**src/rtl/morse_tx_encoder.sv**
```systemverilog
// Morse transmitter: one ASCII character per handshake, played out as a key waveform
// with standard unit timing (dot 1U, dash 3U, element gap 1U, letter gap 3U, space 4U).
module morse_tx_encoder (
  input  logic        clk,
  input  logic        rst,
  input  logic [7:0]  char_in,
  input  logic        char_valid,
  output logic        char_ready,
  input  logic [31:0] unit_cycles,
  input  logic        abort,
  output logic        key_out,
  output logic        dot_pulse,
  output logic        dash_pulse,
  output logic        done,
  output logic        bad_char
);

  typedef enum logic [2:0] {StIdle, StMark, StEgap, StLgap, StWord, StBad} state_e;

  state_e      state;
  logic [33:0] cnt;
  logic [33:0] unit;
  logic [4:0]  pat;
  logic [2:0]  left;

  // Returns {length, pattern}; pattern right-aligned, first element in the MSB of the
  // used field, 1 = dash. Length 0 marks an unsupported character.
  function automatic logic [7:0] code_rom(input logic [7:0] c);
    logic [7:0] uc;
    uc = (c >= 8'h61 && c <= 8'h7a) ? c - 8'h20 : c;
    case (uc)
      8'h41:   code_rom = {3'd2, 5'b00001};
      8'h42:   code_rom = {3'd4, 5'b01000};
      8'h43:   code_rom = {3'd4, 5'b01010};
      8'h44:   code_rom = {3'd3, 5'b00100};
      8'h45:   code_rom = {3'd1, 5'b00000};
      8'h46:   code_rom = {3'd4, 5'b00010};
      8'h47:   code_rom = {3'd3, 5'b00110};
      8'h48:   code_rom = {3'd4, 5'b00000};
      8'h49:   code_rom = {3'd2, 5'b00000};
      8'h4a:   code_rom = {3'd4, 5'b00111};
      8'h4b:   code_rom = {3'd3, 5'b00101};
      8'h4c:   code_rom = {3'd4, 5'b00100};
      8'h4d:   code_rom = {3'd2, 5'b00011};
      8'h4e:   code_rom = {3'd2, 5'b00010};
      8'h4f:   code_rom = {3'd3, 5'b00111};
      8'h50:   code_rom = {3'd4, 5'b00110};
      8'h51:   code_rom = {3'd4, 5'b01101};
      8'h52:   code_rom = {3'd3, 5'b00010};
      8'h53:   code_rom = {3'd3, 5'b00000};
      8'h54:   code_rom = {3'd1, 5'b00001};
      8'h55:   code_rom = {3'd3, 5'b00001};
      8'h56:   code_rom = {3'd4, 5'b00001};
      8'h57:   code_rom = {3'd3, 5'b00011};
      8'h58:   code_rom = {3'd4, 5'b01001};
      8'h59:   code_rom = {3'd4, 5'b01011};
      8'h5a:   code_rom = {3'd4, 5'b01100};
      8'h30:   code_rom = {3'd5, 5'b11111};
      8'h31:   code_rom = {3'd5, 5'b01111};
      8'h32:   code_rom = {3'd5, 5'b00111};
      8'h33:   code_rom = {3'd5, 5'b00011};
      8'h34:   code_rom = {3'd5, 5'b00001};
      8'h35:   code_rom = {3'd5, 5'b00000};
      8'h36:   code_rom = {3'd5, 5'b10000};
      8'h37:   code_rom = {3'd5, 5'b11000};
      8'h38:   code_rom = {3'd5, 5'b11100};
      8'h39:   code_rom = {3'd5, 5'b11110};
      default: code_rom = 8'h00;
    endcase
  endfunction

  logic [7:0]  code;
  logic [2:0]  code_len;
  logic [4:0]  pat_al;
  logic        is_space;
  logic [33:0] u_in;
  logic [33:0] u_in3;
  logic [33:0] u_in4;
  logic [33:0] unit3;
  logic        accept;

  always_comb begin
    code     = code_rom(char_in);
    code_len = code[7:5];
    // Left-align so the current element is always pat[4].
    pat_al   = code[4:0] << (3'd5 - code_len);
    is_space = (char_in == 8'h20);
    u_in     = (unit_cycles == 32'd0) ? 34'd1 : {2'b00, unit_cycles};
    u_in3    = (u_in << 1) + u_in;
    u_in4    = u_in << 2;
    unit3    = (unit << 1) + unit;
  end

  assign char_ready = (state == StIdle) && !rst && !abort;
  assign accept     = char_valid && char_ready;

  always_ff @(posedge clk) begin
    dot_pulse  <= 1'b0;
    dash_pulse <= 1'b0;
    done       <= 1'b0;
    bad_char   <= 1'b0;
    if (rst) begin
      state   <= StIdle;
      key_out <= 1'b0;
      cnt     <= '0;
      unit    <= '0;
      pat     <= '0;
      left    <= '0;
    end else if (abort) begin
      state   <= StIdle;
      key_out <= 1'b0;
      cnt     <= '0;
    end else begin
      unique case (state)
        StIdle: begin
          if (accept) begin
            unit <= u_in;
            if (is_space) begin
              state <= StWord;
              cnt   <= u_in4 - 34'd1;
            end else if (code_len != 3'd0) begin
              state      <= StMark;
              key_out    <= 1'b1;
              pat        <= pat_al;
              left       <= code_len;
              dot_pulse  <= !pat_al[4];
              dash_pulse <= pat_al[4];
              cnt        <= (pat_al[4] ? u_in3 : u_in) - 34'd1;
            end else begin
              state    <= StBad;
              bad_char <= 1'b1;
            end
          end
        end
        StMark: begin
          if (cnt != 34'd0) begin
            cnt <= cnt - 34'd1;
          end else begin
            key_out <= 1'b0;
            if (left > 3'd1) begin
              state <= StEgap;
              cnt   <= unit - 34'd1;
              pat   <= pat << 1;
              left  <= left - 3'd1;
            end else begin
              state <= StLgap;
              cnt   <= unit3 - 34'd1;
              left  <= 3'd0;
            end
          end
        end
        StEgap: begin
          if (cnt != 34'd0) begin
            cnt <= cnt - 34'd1;
          end else begin
            state      <= StMark;
            key_out    <= 1'b1;
            dot_pulse  <= !pat[4];
            dash_pulse <= pat[4];
            cnt        <= (pat[4] ? unit3 : unit) - 34'd1;
          end
        end
        StLgap, StWord: begin
          if (cnt != 34'd0) begin
            cnt <= cnt - 34'd1;
          end else begin
            state <= StIdle;
            done  <= 1'b1;
          end
        end
        StBad: begin
          state <= StIdle;
        end
        default: begin
          state   <= StIdle;
          key_out <= 1'b0;
        end
      endcase
    end
  end

endmodule

```
**config.mk**
```make
export PLATFORM = sky130hd
export DESIGN_NAME = morse_tx_encoder
export DESIGN_NICKNAME = d
export VERILOG_FILES = /design/src/rtl/morse_tx_encoder.sv
export SDC_FILE = /design/constraint.sdc
export NUM_CORES = 1
export LEC_CHECK = 0
export BUFFER_PORTS_ARGS = -buffer_cell sky130_fd_sc_hd__clkbuf_2
export CELL_PAD_IN_SITES_DETAIL_PLACEMENT = 0
export CELL_PAD_IN_SITES_GLOBAL_PLACEMENT = 1
export CORE_UTILIZATION = 43
export CTS_CLUSTER_SIZE = 28
export DETAILED_ROUTE_END_ITERATION = 12
export PLACE_DENSITY = 0.78
export SLEW_MARGIN = 5
export SYNTH_ARGS = -nofsm -noshare
export SYNTH_HDL_FRONTEND = slang
export SYNTH_SLANG_ARGS = --single-unit
```
**constraint.sdc**
```tcl
create_clock -name clk -period 4.6 [get_ports clk]
set_clock_uncertainty 0.1 [all_clocks]
set_input_delay 0.46 -clock clk [delete_from_list [all_inputs] [get_ports clk]]
set_output_delay 0.46 -clock clk [all_outputs]
set_load 0.01 [all_outputs]
```
==> flow_summary.yaml, run 1 <==
worst_setup_path:
  crit_start: "unit_cycles[25]"
  crit_required_ns: 4.74
  cp_data_arrival_time_ns: 4.80
  critPathKind: "in2reg"
  r2r_setup_slack_ns: 0.21
  r2r_cells: 15
  reg2reg_from: "unit[3]"
  rr_endpoint: "cnt[29]"
  cp_max_fo: 5
  startpoint_type: "input port"
  critPathCapture: "cnt[31]"
  cp-end-kind: "register"
synthesis:
  ys.flop_type: "dfxtp_1"
  synthArstFlopShare_pct: 0
  yosys_warnings: 0
  synth_area_um2: 15300
  synth_mux_area_share_pct: 2.40
  synth_area_per_cell_um2: 6.76
  synthSimpleGateAreaFrac_pct: 28.4
  synth_top_family_by_area: "compound AO/OA/AOI/OAI gates"
  synth_compound_area_share_pct: 31.1
  ys_ff_latch: 82
  syn_inst: 2270
  ys_seq_area_share_pct: 10.7
  syn-num-nets: 2440
  yosysUniqueCellTypes: 116
  synth-edff-count: 0
  synthAdderAreaFrac_pct: 10.4
  synth_xor_area_share_pct: 10.8
global_route:
  antenna_found_initial: 0
  grt_usage_pct: 31.1
  grt_pass1_wl_um: 90800
  grt_pass1_vias: 16536
  grt_max_degree: 42
  grt_remaining_overflow: 0
die:
  row_count: 68
  die_x_um: 191
  initial_core_util_pct: 44.1
  core_um2: 34800
  ios: 50
  die_area_um2: 36500
  die_h_um: 191
drt:
  first_pass_iters: 6
  remaining_drc_errors: 0
  wirelength_um: 57000
  vias: 17683
  drt_iter0_markers: 1577
  wire_per_inst_um: 19.7
  postRouteAntennaNets: 0
  viasPerCell: 6.10
run_status:
  status: "finished with violations"
  violations: "setup timing"
sta:
  min_period_over_period_pct: 101
  setup-violations-final: 4
  worst_pin_slew_ns: 0.927
  fmax_mhz: 215
  relSlewSlack_pct: 37.6
  finalWorstSetupSlack_ns: -0.0573
  drv_slew: 0
  hold_viol: 0
  whs_ns: 0.372
  rsz0062_at_grt: "true"
  post-route-min-period_ns: 4.66
finish:
  final_common_cell: "nand2_1"
  instances_no_fill: 2900
  syn_to_final_growth_pct: 19.6
  antenna_cells: 0
  seqCellArea_um2: 1640
  most-common-layout-cells: "nand2_1, buf_4, a21oi_1"
  drive_gt1_share_pct: 19.1
  multiInputGateArea_um2: 13200
  fillers: 3489
  nNetsFinal: 2611
power:
  power_density_nw_per_um2: 190
  peakVddDrop_v: 0.000164
  leakagePower_nw: 7.48
clock_network:
  h-tree-depth: 3
  cts_hold_buf: 0
  cts_sinks: 82
  clk_pin_slew_ns: 0.06
  clock-root-buffer: "clkbuf_16"
  cts_tree: "built"
  cts_buffer_depth: 2
  clk_latency_ns: 0.35
  cts_buffers: 9
place:
  placed_cells: 2874
  dp_hpwl_um: 46100
  port_buffers: 49
  finalWeightedCongestion: 0.941
run:
  max_cap_viol_count: 0
worst_hold_path:
  hold_class: "reg2reg"
how the worst min path moves through the flow:
stage | endpoint | from | slack (ns) | cells after the start
2_1_floorplan | pat[2] | pat[2] | 0.35 | 2
3_3_place_gp | pat[2] | pat[2] | 0.36 | 2
3_5_place_dp | pat[2] | pat[2] | 0.36 | 2
4_1_cts | pat[2] | pat[2] | 0.37 | 2
5_1_grt | pat[2] | pat[2] | 0.41 | 2
6_report | pat[2] | pat[2] | 0.37 | 2
report_power, final:
group	total (mW)	internal (mW)	switching, mW
logic	2.08	0.879	1.20
registers	0.760	0.729	0.0305
clock network	0.657	0.361	0.295
critical path: stages:
cell,delay [ns]
buf_6,0.09
or4_4,0.58
nor3_4,0.25
a41oi_2,0.18
inv_2,0.11
ha_4,0.13
fa_2,0.20
a21o_1,0.15
a22oi_2,0.14
a2111oi_4,0.45
o221a_2,0.28
a211o_1,0.17
buf_6,0.12
a21oi_4,0.06
xnor2_4,0.15
or4_4,0.45
a211oi_4,0.30
nand2_1,0.11
o21a_1,0.20
o21ai_2,0.12
a21oi_1,0.07
synthesized netlist by cell type (all sizes together) (8+ instances only):
cell	number	area share (%)
a221o	8	0.52
a221oi	16	0.95
o21a	17	0.83
nand2	295	7.2
nand2b	13	0.53
buf	38	1.2
a21boi	13	0.64
inv	76	1.9
o21bai	8	0.39
nand3	61	2.0
xnor2	137	7.8
nand4	36	1.6
nor3b	12	0.65
or3	28	1.2
a31oi	31	1.4
o31ai	19	0.96
a21oi	194	6.4
ha	124	10
a21o	34	1.7
xor2	52	3.0
a2111oi	10	0.74
dfxtp	82	11
a22oi	17	0.86
and3	20	0.85
nor4	33	1.6
o211a	8	0.52
o221ai	17	0.97
o211ai	37	1.8
clkbuf	127	3.1
or4	14	0.71
nor2b	24	1.0
a211oi	34	1.8
o21ai	160	5.2
nor3	78	2.6
o22ai	19	0.77
and2	34	1.4
nor2	189	4.7
mux2i	30	2.0
flip-flops by register name (all words and copies together), names as in the netlist:
register and cells:
bad_char 1, dash_pulse 1, dot_pulse 1, done 1
key_out 1, left 3, pat 5, unit 32
state 3, cnt 34
kinds of logic after synthesis:
logic type / Yosys count
simple gates: 878
compound gates: 716
buf+inv: 242
xor+xnor: 189
fa+ha+maj: 127
flops: 82
mux: 36
per-layer routing:
metal | wire [um] | vias up | GRT usage, %
met5 | 0 | - | 0
met4 | 1140 | 0 | 7.69
met3 | 3400 | 76 | 1.98
met2 | 25500 | 661 | 50.2
met1 | 26900 | 8307 | 44.6
li1 | - | 8639 | -
metrics by stage:
stage	power, mW	cell area [um2]	utilization [%]	worst slack [ns]	setup TNS, ns
floorplan	2.04	15500	-	-0.100	-0.150
global placement	2.72	17600	50.7	-0.609	-5.18
detailed placement	2.74	17600	50.7	-0.662	-6.58
CTS	3.40	17900	51.6	0.0114	0
global route	3.71	18400	52.8	-0.227	-1.35
finish	3.49	18400	52.8	-0.0573	-0.141
area by class of cell:
cell class | instances | area share, %
multi-input combinational | 1946 | 72.0
timing repair buffer | 325 | 13.0
sequential | 82 | 8.95
tap | 455 | 3.10
inverter | 77 | 1.57
clock buffer | 12 | 1.29
clock inverter | 3 | 0.0954
repair_timing:
action / 4_1_cts / 5_1_grt
cloned: 0 / 0
setup buffers: 1 / 12
resized for setup: 9 / 72
endpoints found under the setup margin: 9 / 16
endpoints found under the hold margin: 0 / 0
pin swaps: 7 / 37
Note: power is estimated with default switching activity, not from simulation.
==> run 2: changes to the inputs <==
--- a/config.mk
+++ b/config.mk
@@ -11,6 +11,7 @@
 export CORE_UTILIZATION = 43
 export CTS_CLUSTER_SIZE = 28
 export DETAILED_ROUTE_END_ITERATION = 12
+export GPL_TIMING_DRIVEN = 0
 export PLACE_DENSITY = 0.78
 export SLEW_MARGIN = 5
 export SYNTH_ARGS = -nofsm -noshare
==> run 2 against run 1 <==
Compared with the run above: the run still ends with setup timing left; setup slack got worse by 0.13 ns; clock power is 38% higher; die area stayed put; cell area down 3.7%; critical path type unchanged.
==> flow_summary.yaml, run 2 (synthesized netlist as in run 1, its figures left out) <==
worst_setup_path:
  critPathMaxStageDelay_ns: 0.57
  crit_top_cell: "a21o_1"
  crit_required_ns: 4.75
  worst_path_max_delay_cell: "or4_4"
  cp-end-kind: "register"
  critPathKind: "in2reg"
  startpoint_type: "input port"
  cp_max_fo: 5
  cp_data_arrival_time_ns: 4.94
  crit_chain: "buf_8, or4_4, nor3_4, a41oi_4, inv_4, ha_4, fa_2, a21o_1, a22oi_2, a2111oi_4, o221a_4, a211o_4, xor2_4, or3_4, nor4_4, o22ai_4, o21a_1, o31ai_4, a21oi_2, a21o_1"
clock_network:
  clk_pin_slew_ns: 0.06
  cts_buffers: 9
  cts_hold_buf: 0
  cts_sinks: 82
  h-tree-depth: 3
  cts_tree: "built"
  clock-root-buffer: "clkbuf_16"
  cts_buffer_depth: 2
  clk_latency_ns: 0.35
sta:
  fmax_mhz: 209
  min_period_over_period_pct: 104
  worst_pin_slew_ns: 1.11
  post-route-min-period_ns: 4.79
  drv_slew: 0
  hold_viol: 0
  rsz0062_at_grt: "true"
  fin_tns_setup_ns: -0.752
  finalWorstSetupSlack_ns: -0.188
  relSlewSlack_pct: 25.5
  setup-violations-final: 7
power:
  p_sw_mw: 1.57
  clock_power_share_pct: 25.1
  swShare_pct: 43.3
  power_density_nw_per_um2: 205
  peakVddDrop_v: 0.000177
  p_int_mw: 2.06
  leakagePower_nw: 6.82
  pwr-share-comb_pct: 54.0
  p_seq_share_pct: 20.9
run:
  max_cap_viol_count: 0
finish:
  largest_register: "cnt"
  antenna_cells: 0
  final_common_cell: "nand2_1"
  nNetsFinal: 2529
  largest_registers: "cnt: 34 flops, unit: 32 flops, pat: 5 flops"
  largest_reg_flops: 34
  drive_gt1_share_pct: 12.9
  stdcell_area_um2: 17700
  fillers: 3587
  most-common-layout-cells: "nand2_1, nor2_1, a21oi_1"
  final_core_utilization_pct: 50.8
  syn_to_final_growth_pct: 15.1
die:
  die_x_um: 191
  die_h_um: 191
  die_area_um2: 36500
  core_um2: 34800
  row_count: 68
  initial_core_util_pct: 44.1
  ios: 50
drt:
  vias: 17607
  viasPerCell: 6.25
  wire_per_inst_um: 21.8
  drt_iter0_markers: 1594
  highest_layer: "met4"
  first_pass_iters: 9
  postRouteAntennaNets: 0
  remaining_drc_errors: 0
  wl_met3_um: 3110
  wirelength_um: 61500
  wl_met2_um: 27800
  wl_met1_um: 27900
global_route:
  grt_max_degree: 14
  antenna_found_initial: 0
  grt_pass1_vias: 16274
  grt_pass1_wl_um: 93900
  grt_remaining_overflow: 0
  grt_usage_pct: 33.1
run_status:
  violations: "setup timing"
  status: "finished with violations"
worst_hold_path:
  hold_class: "in2reg"
place:
  place_ws_ns: -1.31
  dp_hpwl_um: 49700
  detailed_place.area_um2: 16300
  finalWeightedCongestion: 0.958
  port_buffers: 39
==> run 2: cell types whose count changed in the layout (fill, tap and decap cells not counted), sizes merged <==
| cell | previous run | this run |
|---|---|---|
| buf | 277 | 83 |
| clkbuf | 60 | 171 |
| bufinv | 0 | 4 |
| clkinv | 3 | 2 |
| inv | 76 | 75 |
==> run 2: through the flow <==
stage	std cells	hold WS, ns	total power, mW
5_1_grt	2819	0.311	3.82
3_5_place_dp	2765	0.370	2.51
3_3_place_gp	2764	0.363	2.51
2_1_floorplan	2270	0.347	2.04
4_1_cts	2798	0.297	3.49
6_report	2819	0.304	3.63
==> run 2: cell type report <==
class	count	area, um2	share of cell area, %
repair buffers	78	567	3.21
clock buffers	11	243	1.37
well taps	455	569	3.22
plain buffers	165	757	4.28
clock inverters	5	125	0.708
inverters	77	295	1.67
multi-input cells	1946	13500	76.2
flip-flops and latches	82	1650	9.32
==> run 2: layer usage <==
metal / global-route usage [%] / up-vias
met4: 13.5 / 0
li1: - / 8490
met5: 0 / -
met3: 2.02 / 150
met2: 54.7 / 683
met1: 44.4 / 8284
==> run 2: what timing repair did <==
| action | CTS | global route |
|---|---|---|
| resized for setup | 72 | 120 |
| buffers inserted | 17 | 21 |
| endpoints found under the setup margin | 34 | 35 |
| pin swaps | 32 | 38 |
==> run 2: path summary, 6_finish.rpt <==
check | from | slack, ns | to | cells past startpoint
worst max-delay path | unit_cycles[17] | -0.19 | cnt[29] | 20
worst min-delay path | unit_cycles[30] | 0.30 | unit[30] | 3
worst min register to register | pat[2] | 0.38 | pat[2] | 2
worst max register to register | unit[9] | 0.07 | cnt[32] | 15
==> run 2: critical path: cells and delay by family <==
| family | cells | cell delay, ns |
|---|---|---|
| AOI/OAI and AO/OA | 11 | 2.30 |
| xor gates and xnor gates | 1 | 0.08 |
| adders and majority gates | 2 | 0.32 |
| buffers and inverters | 2 | 0.22 |
| and+or+nand+nor | 4 | 1.54 |
==> run 2: power groups by stage <==
stage	logic (mW)	clock network [mW]	registers, mW
after floorplan	1.28	0	0.763
after global placement	1.74	0	0.774
after detailed placement	1.74	0	0.774
after CTS	1.82	0.913	0.759
after global routing	2.11	0.945	0.763
final	1.96	0.909	0.760
==> run 3: changes to the inputs <==
--- a/config.mk
+++ b/config.mk
@@ -13,6 +13,8 @@
 export DETAILED_ROUTE_END_ITERATION = 12
 export GPL_TIMING_DRIVEN = 0
 export PLACE_DENSITY = 0.78
+export RECOVER_POWER = 100
+export SETUP_SLACK_MARGIN = 0.4
 export SLEW_MARGIN = 5
 export SYNTH_ARGS = -nofsm -noshare
 export SYNTH_HDL_FRONTEND = slang
==> run 3 against run 2 <==
Compared with the run above: the run still ends with setup timing left; cell area increased by 0.90%; total power decreased by 4.8%; global-route usage increased by 0.42 points; combinational power about the same; register-to-register slack got worse by 0.16 ns; flip-flop and latch count unchanged; routed wire length increased by 0.89%; maximum frequency increased by 0.72%; critical path type unchanged; critical endpoint unchanged; largest cell class unchanged; largest power group unchanged.
==> flow_summary.yaml, run 3 (synthesized netlist as in run 1, its figures left out) <==
run_status:
  status: "finished with violations"
  violations: "setup timing"
worst_setup_path:
  r2r_setup_slack_ns: -0.09
  startpoint_type: "input port"
  crit_required_ns: 4.75
  rr_endpoint: "cnt[10]"
  cp_max_fo: 4
  critPathKind: "in2reg"
  cp-end-kind: "register"
  reg2reg_from: "cnt[11]"
  cp_data_arrival_time_ns: 4.90
  r2r_cells: 13
clock_network:
  clk_pin_slew_ns: 0.06
  h-tree-depth: 3
  cts_buffer_depth: 2
  clock-root-buffer: "clkbuf_16"
  cts_buffers: 9
  cts_sinks: 82
  clk_latency_ns: 0.36
  cts_tree: "built"
drt:
  wire_per_inst_um: 22.0
  postRouteAntennaNets: 0
  drt_iter0_markers: 1674
  first_pass_iters: 6
  viasPerCell: 6.21
  remaining_drc_errors: 0
  vias: 17545
  wirelength_um: 62000
worst_hold_path:
  min_from: "unit_cycles[24]"
  hold_class: "in2reg"
  min_path_cells: 3
  min_to: "unit[24]"
finish:
  seqCellArea_um2: 1650
  nNetsFinal: 2535
  largest_register: "cnt"
  fillers: 3617
  antenna_cells: 0
  largest_reg_flops: 34
  multiInputGateArea_um2: 13600
  final_common_cell: "nand2_1"
  largest_registers: "cnt: 34 flops, unit: 32 flops, pat: 5 flops"
  most-common-layout-cells: "nand2_1, a21oi_1, nor2_1"
  syn_to_final_growth_pct: 16.1
  instances_no_fill: 2824
  stdcell_area_um2: 17800
  drive_gt1_share_pct: 13.9
sta:
  min_period_over_period_pct: 103
  relSlewSlack_pct: 27.3
  worst_pin_slew_ns: 1.08
  setup-violations-final: 14
  post-route-min-period_ns: 4.75
  rsz0062_at_grt: "true"
  finalWorstSetupSlack_ns: -0.154
  drv_slew: 0
  fmax_mhz: 210
  hold_viol: 0
power:
  p_sw_mw: 1.57
  p_seq_share_pct: 22.0
  clock_power_share_pct: 20.9
  leakagePower_nw: 6.85
  peakVddDrop_v: 0.000182
  power_density_nw_per_um2: 194
  pwr-share-comb_pct: 57.1
  swShare_pct: 45.5
  p_int_mw: 1.88
global_route:
  grt_remaining_overflow: 0
  grt_pass1_wl_um: 95000
  grt_max_degree: 13
  antenna_found_initial: 0
  grt_pass1_vias: 16440
  grt_usage_pct: 33.5
die:
  core_um2: 34800
  row_count: 68
  die_h_um: 191
  initial_core_util_pct: 44.1
  die_area_um2: 36500
  ios: 50
  die_x_um: 191
place:
  detailed_place.area_um2: 16300
  dp_hpwl_um: 49700
  port_buffers: 39
  place_ws_ns: -1.37
  placed_cells: 2765
  finalWeightedCongestion: 0.949
run:
  max_cap_viol_count: 0
[run 3: power by group through the flow]
| stage | registers (mW) | logic, mW | clock network [mW] |
|---|---|---|---|
| 2_1_floorplan | 0.763 | 1.28 | 0 |
| 3_3_place_gp | 0.774 | 1.74 | 0 |
| 3_5_place_dp | 0.775 | 1.74 | 0 |
| 4_1_cts | 0.759 | 1.85 | 0.723 |
| 5_1_grt | 0.763 | 2.14 | 0.748 |
| 6_report | 0.760 | 1.97 | 0.723 |
[run 3: stage by stage]
step | utilization (%) | hold WS [ns] | setup TNS, ns | power [mW]
after floorplan | - | 0.347 | -0.147 | 2.04
after global placement | 46.7 | 0.363 | -27.53 | 2.51
after global routing | 51.2 | 0.284 | -4.36 | 3.65
after detailed placement | 46.7 | 0.361 | -26.69 | 2.51
final | 51.2 | 0.281 | -1.14 | 3.46
after CTS | 49.7 | 0.310 | -0.439 | 3.33
[run 3: what timing repair did]
item                                    CTS  global route
pin swaps                                44            62
buffers inserted                         23            21
hold buffers                              0             0
endpoints found under the hold margin     0             0
endpoints found under the setup margin   41            38
gates resized for setup                 130           122
[run 3: cell type report]
class                   instances  share of cell area, %
multi-input cells            1946                   76.1
repair buffers                 84                   3.73
clock inverters                 1                 0.0421
inverters                      77                   1.65
plain buffers                 165                   4.47
well taps                     455                   3.19
clock buffers                  14                   1.59
flip-flops and latches         82                   9.26
[run 3: worst max path at each step]
stage                          from       to  slack, ns  cells past startpoint
floorplan           unit_cycles[22]  cnt[32]       -0.1                     19
global placement     unit_cycles[2]  cnt[29]      -1.30                     20
detailed placement   unit_cycles[2]  cnt[29]      -1.37                     20
CTS                 unit_cycles[18]  cnt[31]      -0.13                     21
global route        unit_cycles[24]  cnt[30]      -0.29                     22
finish              unit_cycles[24]  cnt[29]      -0.15                     22
[run 3: routing by layer]
layer	GRT usage (%)	vias up	part of all wire, %
li1	-	8500	-
met1	44.6	8304	46
met2	56.3	618	46
met3	1.87	123	4.6
met4	13.0	0	3.8
met5	0	-	0
[run 3: worst max-delay path, stage by stage]
cell and delay, ns:
buf_12 0.11, or4_4 0.57, nor3_4 0.23, a41oi_4 0.19, inv_4 0.11, ha_4 0.14, fa_2 0.19, a21o_1 0.16
a22oi_2 0.13, a2111oi_4 0.48, o221a_2 0.29, a211o_1 0.20, buf_6 0.14, a41oi_2 0.12, xor2_1 0.20, and2_4 0.18
o22ai_4 0.26, buf_6 0.16, nor3b_4 0.04, o31ai_4 0.27, a21oi_1 0.10, a21o_1 0.16
